**src/rtl/cdb_arbiter_pkg.sv**
```systemverilog
// Shared CDB constants, execution-unit indices and the broadcast packet type.
package cdb_arbiter_pkg;

  localparam int unsigned CDB_N_SRC  = 4;
  localparam int unsigned CDB_TAG_W  = 4;
  localparam int unsigned CDB_DATA_W = 32;
  localparam int unsigned CDB_SRC_W  = $clog2(CDB_N_SRC);

  typedef enum logic [1:0] {
    EXU_ALU = 2'd0,
    EXU_MUL = 2'd1,
    EXU_LSU = 2'd2,
    EXU_BR  = 2'd3
  } exu_id_e;

  typedef struct packed {
    logic                  vld;
    logic [CDB_TAG_W-1:0]  tag;
    logic [CDB_DATA_W-1:0] data;
    logic [CDB_SRC_W-1:0]  src;
  } cdb_pkt_t;

endpackage

```
**src/rtl/cdb_arbiter_if.sv**
```systemverilog
// Execution-unit result handshake plus the registered CDB broadcast.
interface cdb_arbiter_if
  import cdb_arbiter_pkg::*;
#(
  parameter int unsigned N_SRC  = CDB_N_SRC,
  parameter int unsigned TAG_W  = CDB_TAG_W,
  parameter int unsigned DATA_W = CDB_DATA_W
);
  logic                      flush;
  logic [N_SRC-1:0]          src_req;
  logic [N_SRC-1:0]          src_rdy;
  logic [N_SRC*TAG_W-1:0]    src_tag;
  logic [N_SRC*DATA_W-1:0]   src_wdata;
  logic                      cdb_vld;
  logic [TAG_W-1:0]          cdb_tag;
  logic [DATA_W-1:0]         cdb_data;
  logic [$clog2(N_SRC)-1:0]  cdb_src;

  modport slave (
    input  flush, src_req, src_tag, src_wdata,
    output src_rdy, cdb_vld, cdb_tag, cdb_data, cdb_src
  );

  modport master (
    output flush, src_req, src_tag, src_wdata,
    input  src_rdy, cdb_vld, cdb_tag, cdb_data, cdb_src
  );
endinterface

```
**src/rtl/cdb_arbiter_rr.sv**
```systemverilog
// Round-robin arbiter: search starts at ptr and wraps; ptr moves past each winner.
module rr_arbiter #(
  parameter int unsigned N = 4
) (
  input  logic                 clk,
  input  logic                 rst,
  input  logic [N-1:0]         req,
  input  logic                 en,
  output logic [N-1:0]         gnt,
  output logic [$clog2(N)-1:0] gnt_idx
);
  localparam int unsigned IDX_W = $clog2(N);

  logic [IDX_W-1:0] ptr_q, ptr_d;
  logic             found;
  int unsigned      cand;

  always_comb begin
    gnt     = '0;
    gnt_idx = '0;
    found   = 1'b0;
    cand    = 0;
    for (int unsigned i = 0; i < N; i++) begin
      cand = 32'(ptr_q) + i;
      if (cand >= N) cand = cand - N;
      if (!found && en && req[IDX_W'(cand)]) begin
        found                = 1'b1;
        gnt[IDX_W'(cand)]    = 1'b1;
        gnt_idx              = IDX_W'(cand);
      end
    end
  end

  // Explicit compare keeps the wrap correct for non-power-of-2 N.
  always_comb begin
    ptr_d = ptr_q;
    if (found) begin
      if (gnt_idx == IDX_W'(N - 1)) ptr_d = '0;
      else                          ptr_d = gnt_idx + IDX_W'(1);
    end
  end

  always_ff @(posedge clk) begin
    if (rst) ptr_q <= '0;
    else     ptr_q <= ptr_d;
  end
endmodule

```
**src/rtl/cdb_arbiter.sv**
```systemverilog
// CDB arbiter: round-robin grant over execution-unit results, one registered broadcast per cycle.
module cdb_arbiter
  import cdb_arbiter_pkg::*;
#(
  parameter int unsigned N_SRC  = CDB_N_SRC,
  parameter int unsigned TAG_W  = CDB_TAG_W,
  parameter int unsigned DATA_W = CDB_DATA_W
) (
  input  logic          clk,
  input  logic          rst,
  cdb_arbiter_if.slave  bus
);
  localparam int unsigned SRC_W = $clog2(N_SRC);

  logic [N_SRC-1:0]  gnt;
  logic [SRC_W-1:0]  gnt_idx;
  logic              arb_en;

  logic              vld_q, vld_d;
  logic [TAG_W-1:0]  tag_q, tag_d;
  logic [DATA_W-1:0] data_q, data_d;
  logic [SRC_W-1:0]  src_q, src_d;

  // Reset and flush both suppress the grant so no result is accepted and lost.
  assign arb_en = ~rst & ~bus.flush;

  rr_arbiter #(.N(N_SRC)) u_rr (
    .clk     (clk),
    .rst     (rst),
    .req     (bus.src_req),
    .en      (arb_en),
    .gnt     (gnt),
    .gnt_idx (gnt_idx)
  );

  assign bus.src_rdy = gnt;

  always_comb begin
    vld_d  = |gnt;
    tag_d  = tag_q;
    data_d = data_q;
    src_d  = src_q;
    if (vld_d) begin
      tag_d  = bus.src_tag[gnt_idx*TAG_W +: TAG_W];
      data_d = bus.src_wdata[gnt_idx*DATA_W +: DATA_W];
      src_d  = gnt_idx;
    end
  end

  always_ff @(posedge clk) begin
    if (rst) begin
      vld_q  <= 1'b0;
      tag_q  <= '0;
      data_q <= '0;
      src_q  <= '0;
    end else begin
      vld_q  <= vld_d;
      tag_q  <= tag_d;
      data_q <= data_d;
      src_q  <= src_d;
    end
  end

  assign bus.cdb_vld  = vld_q;
  assign bus.cdb_tag  = tag_q;
  assign bus.cdb_data = data_q;
  assign bus.cdb_src  = src_q;
endmodule

```
**src/flat_wrapper.sv**
```systemverilog
// flat-port wrapper written by rule: the top's interface ports become plain ports
module cdb_arbiter_flat import cdb_arbiter_pkg::*;
#(
  parameter int unsigned N_SRC  = CDB_N_SRC,
  parameter int unsigned TAG_W  = CDB_TAG_W,
  parameter int unsigned DATA_W = CDB_DATA_W
)
  (clk, rst, bus_flush, bus_src_req, bus_src_tag, bus_src_wdata, bus_src_rdy, bus_cdb_vld, bus_cdb_tag, bus_cdb_data, bus_cdb_src);
  cdb_arbiter_if #(.N_SRC(N_SRC), .TAG_W(TAG_W), .DATA_W(DATA_W)) bus_i ();
  input  logic clk;
  input  logic rst;
  input wire logic [$bits(bus_i.flush)-1:0] bus_flush;
  input wire logic [$bits(bus_i.src_req)-1:0] bus_src_req;
  input wire logic [$bits(bus_i.src_tag)-1:0] bus_src_tag;
  input wire logic [$bits(bus_i.src_wdata)-1:0] bus_src_wdata;
  output wire logic [$bits(bus_i.src_rdy)-1:0] bus_src_rdy;
  output wire logic [$bits(bus_i.cdb_vld)-1:0] bus_cdb_vld;
  output wire logic [$bits(bus_i.cdb_tag)-1:0] bus_cdb_tag;
  output wire logic [$bits(bus_i.cdb_data)-1:0] bus_cdb_data;
  output wire logic [$bits(bus_i.cdb_src)-1:0] bus_cdb_src;
  assign bus_i.flush = bus_flush;
  assign bus_i.src_req = bus_src_req;
  assign bus_i.src_tag = bus_src_tag;
  assign bus_i.src_wdata = bus_src_wdata;
  assign bus_src_rdy = bus_i.src_rdy;
  assign bus_cdb_vld = bus_i.cdb_vld;
  assign bus_cdb_tag = bus_i.cdb_tag;
  assign bus_cdb_data = bus_i.cdb_data;
  assign bus_cdb_src = bus_i.cdb_src;
  cdb_arbiter #(.N_SRC(N_SRC), .TAG_W(TAG_W), .DATA_W(DATA_W)) u_core (.clk(clk), .rst(rst), .bus(bus_i));
endmodule
```
**config.mk**
```make
export PLATFORM = sky130hd
export DESIGN_NAME = cdb_arbiter_flat
export DESIGN_NICKNAME = d
export VERILOG_FILES = /design/src/rtl/cdb_arbiter_pkg.sv /design/src/rtl/cdb_arbiter_if.sv /design/src/rtl/cdb_arbiter_rr.sv /design/src/rtl/cdb_arbiter.sv /design/src/flat_wrapper.sv
export SDC_FILE = /design/constraint.sdc
export NUM_CORES = 1
export LEC_CHECK = 0
export BUFFER_PORTS_ARGS = -buffer_cell sky130_fd_sc_hd__buf_2
export CAP_MARGIN = 0
export CELL_PAD_IN_SITES_DETAIL_PLACEMENT = 0
export CELL_PAD_IN_SITES_GLOBAL_PLACEMENT = 2
export CORE_MARGIN = 10
export CORE_UTILIZATION = 21
export CTS_CLUSTER_DIAMETER = 60
export DETAILED_ROUTE_END_ITERATION = 12
export GPL_TIMING_DRIVEN = 1
export PLACE_DENSITY_LB_ADDON = 0.1
export SLEW_MARGIN = 25
export SYNTH_ARGS = -nofsm -noshare
export SYNTH_HDL_FRONTEND = slang
export SYNTH_SLANG_ARGS = --single-unit
```
**constraint.sdc**
```tcl
create_clock -name clk -period 3.2 [get_ports clk]
set_clock_uncertainty 0.2 [all_clocks]
set_input_delay 0.16 -clock clk [delete_from_list [all_inputs] [get_ports clk]]
set_output_delay 0.16 -clock clk [all_outputs]
set_load 0.1 [all_outputs]
```
==> results.toml <==
[global_route]
grt_max_degree = 70
grt_pass1_vias = 4462
grt_overflow = 0
antenna_found_initial = 4
grt.total_usage_pct = 14.0
grt_pass1_wl_um = 24700

[power_and_ir_drop]
p_clk_share_pct = 17.6
pwr-share-comb_pct = 59.7
p_switching_w = 0.00166
powerDensity_nw_per_um2 = 623
leakage_nw = 2.26
p_int_w = 0.00142
switching_share_pct = 53.9
ir_drop_uv = 231
pwr-share-seq_pct = 22.6

[yosys]
synth_seq_area_share_pct = 23.8
synth_xor_area_share_pct = 0.254
synth_compound_area_share_pct = 26.1
synth_area_um2 = 3450
synthMuxAreaShare_pct = 3.51
synth_nets = 636
synth_cell_types = 44
synth_top_family_by_area = "simple AND/OR/NAND/NOR gates"
syn_inst = 477
synth.most_common_cell = "nand3_1"
async_reset_ff_share_pct = 0
ys.flop_type = "dfxtp_1"
synth_edf_count = 0
ys_ff_latch = 41
synth.largest_area_cell = "dfxtp_1"
synth_fa_ha_area_share_pct = 2.90
synthSimpleGateAreaFrac_pct = 35.5
synth_area_leaders = "dfxtp_1, nand3_1, o21ai_0"
syn_avg_cell_area_um2 = 7.24
synth_top_area_share_pct = 23.8
yosysWarnings = 0
ys_top_cells_by_count = "nand3_1, o21ai_0, dfxtp_1, nor3b_1, a31o_1"

[placed_design]
dpl_cell_area_um2 = 4730
numPortBuffers = 193
numPlacedInstances = 848
dp_hpwl_um = 12200
gp_congestion = 0.883

[clock_network]
numCtsBuffers = 5
cts-root-buf = "clkbuf_16"
ctsHtreeMaxLevel = 2
hold_buffers = 0
cts_tree = "yes"
clk_path_buf_depth = 2
cts.clk_slew.worst_paths_ns = 0.06
insertion_delay_ns = 0.29
clock-sinks = 41

[finish]
synthToLayoutAreaGrowth_pct = 43.0
final_nets = 799
fin_area_um2 = 4940
fillCellCount = 1826
instances_no_fill = 860
drive_gt1_share_pct = 37.6

[floorplan]
die_area_um2 = 22000
start_util_pct = 21.6
die-width_um = 148
core_um2 = 16000
ios = 194
fp.dieH_um = 148
rows = 46

[timing]
hold-worst-slack_ns = 0.0374
hold_viol = 0
fin_crit_ns = 2.94
relSlewSlack_pct = 52.2
finalSetupViolCount = 0
worstMarginPinSlew_ns = 0.714
slew_viol_final = 0
rsz0062_at_grt = "no"
fin_crit_sh_pct = 92.0
fmax_ghz = 0.340

[drt]
wl_per_cell_um = 18.9
drc = 0
drtAntennaViolNets = 0
via_count = 4287
vias_per_cell = 4.98
first_pass_iters = 4
drtIter0Drc = 244
drt_wl_total_um = 16200

[run]
maxCapViolations = 0

[worst_setup_path]
critPathKind = "reg2reg"
startpoint_type = "flip-flop"
worst_ep_required_time_ns = 3.23
worst_setup_path_end_kind = "flip-flop"
cp_max_fo = 30
critPathArrivalTime_ns = 2.98

[outcome]
status = "finished, final reports clean"

[min_path]
hold_class = "in2reg"
repair_timing:
item	4_1_cts	5_1_grt
buffers inserted	1	0
pin swaps	1	0
setup endpoints to repair	36	35
gates resized for setup	1	5
flip-flops by register name, indices dropped and copies added (netlist names):
name,flops
u_core.u_rr.ptr_q,2
u_core.bus.cdb_src,2
u_core.bus.cdb_tag,4
u_core.bus.cdb_data,32
u_core.bus.cdb_vld,1
critical path: stages, from the launching register on:
cell and delay, ns:
dfxtp_1 0.33, buf_4 0.24, mux4_2 0.59, nand3b_1 0.12, a21oi_1 0.08, a2111oi_2 0.42, nand4_1 0.14, buf_4 0.18
buf_4 0.22, nor3b_1 0.23, a31o_1 0.13
path summary, 6_finish.rpt:
| path | start | endpoint | slack, ns | cells past startpoint |
|---|---|---|---|---|
| setup / recovery | u_core.u_rr.ptr_q[0] | u_core.bus.cdb_data[1] | 0.26 | 10 |
| hold / removal | bus_src_wdata[88] | u_core.bus.cdb_data[24] | 0.04 | 4 |
| setup reg to reg | u_core.u_rr.ptr_q[0] | u_core.bus.cdb_data[1] | 0.26 | 10 |
| hold reg to reg | u_core.bus.cdb_src[0] | u_core.bus.cdb_src[0] | 0.33 | 2 |
cells in the final DEF (no fill, tap or decap), types with 4 or more instances in the layout:
| cell type | instances |
|---|---|
| nand3b_1 | 4 |
| nor3b_1 | 38 |
| buf_12 | 9 |
| a21oi_1 | 7 |
| inv_1 | 7 |
| o21ai_0 | 69 |
| nand2_1 | 11 |
| mux4_2 | 4 |
| buf_2 | 189 |
| a31o_1 | 34 |
| clkbuf_16 | 5 |
| ha_1 | 7 |
| nand3_1 | 141 |
| nor2_1 | 8 |
| a211oi_1 | 4 |
| buf_4 | 14 |
| and3_1 | 5 |
| dfxtp_1 | 41 |
power groups by stage:
stage	logic (W)	clock network, W	registers, W
3_3_place_gp	0.00183	0	0.000708
2_1_floorplan	0.000531	0	0.00161
5_1_grt	0.00194	0.000582	0.000714
6_report	0.00184	0.000543	0.000697
4_1_cts	0.00185	0.000572	0.000700
3_5_place_dp	0.00184	0	0.000711
cells by family after synthesis:
| family | count (synthesis) |
|---|---|
| muxes | 7 |
| xor gates and xnor gates | 1 |
| AOI/OAI and AO/OA | 136 |
| adders and majority gates | 8 |
| DFF | 41 |
| buffers and inverters | 63 |
| and+or+nand+nor | 221 |
through the flow:
step / power [W] / utilization (%) / setup TNS [ns] / worst slack (ns)
3_3_place_gp: 0.00254 / 29.6 / 0 / 0.0634
4_1_cts: 0.00312 / 30.6 / 0 / 0.0599
3_5_place_dp: 0.00255 / 29.6 / -1.04 / -0.101
5_1_grt: 0.00324 / 30.9 / 0 / 0.0607
6_report: 0.00308 / 30.9 / 0 / 0.255
2_1_floorplan: 0.00214 / - / -0.0164 / -0.000822
per-layer routing:
layer | share of wire, % | track usage [%]
met1 | 43 | 16.6
met3 | 7.5 | 4.85
met5 | 0 | 0
met2 | 48 | 23.5
met4 | 1.2 | 3.42
layout make-up:
type,count,area (µm²),share of cell area [%]
antenna,3,7.51,0.152
clock buffer,7,153,3.09
clock inverter,1,5.00,0.101
inverter,7,26.3,0.532
multi-input combinational,373,2430,49.1
sequential,41,821,16.6
tap,216,270,5.47
timing repair buffer,212,1230,24.9
Note: power is estimated with default switching activity, not from simulation.
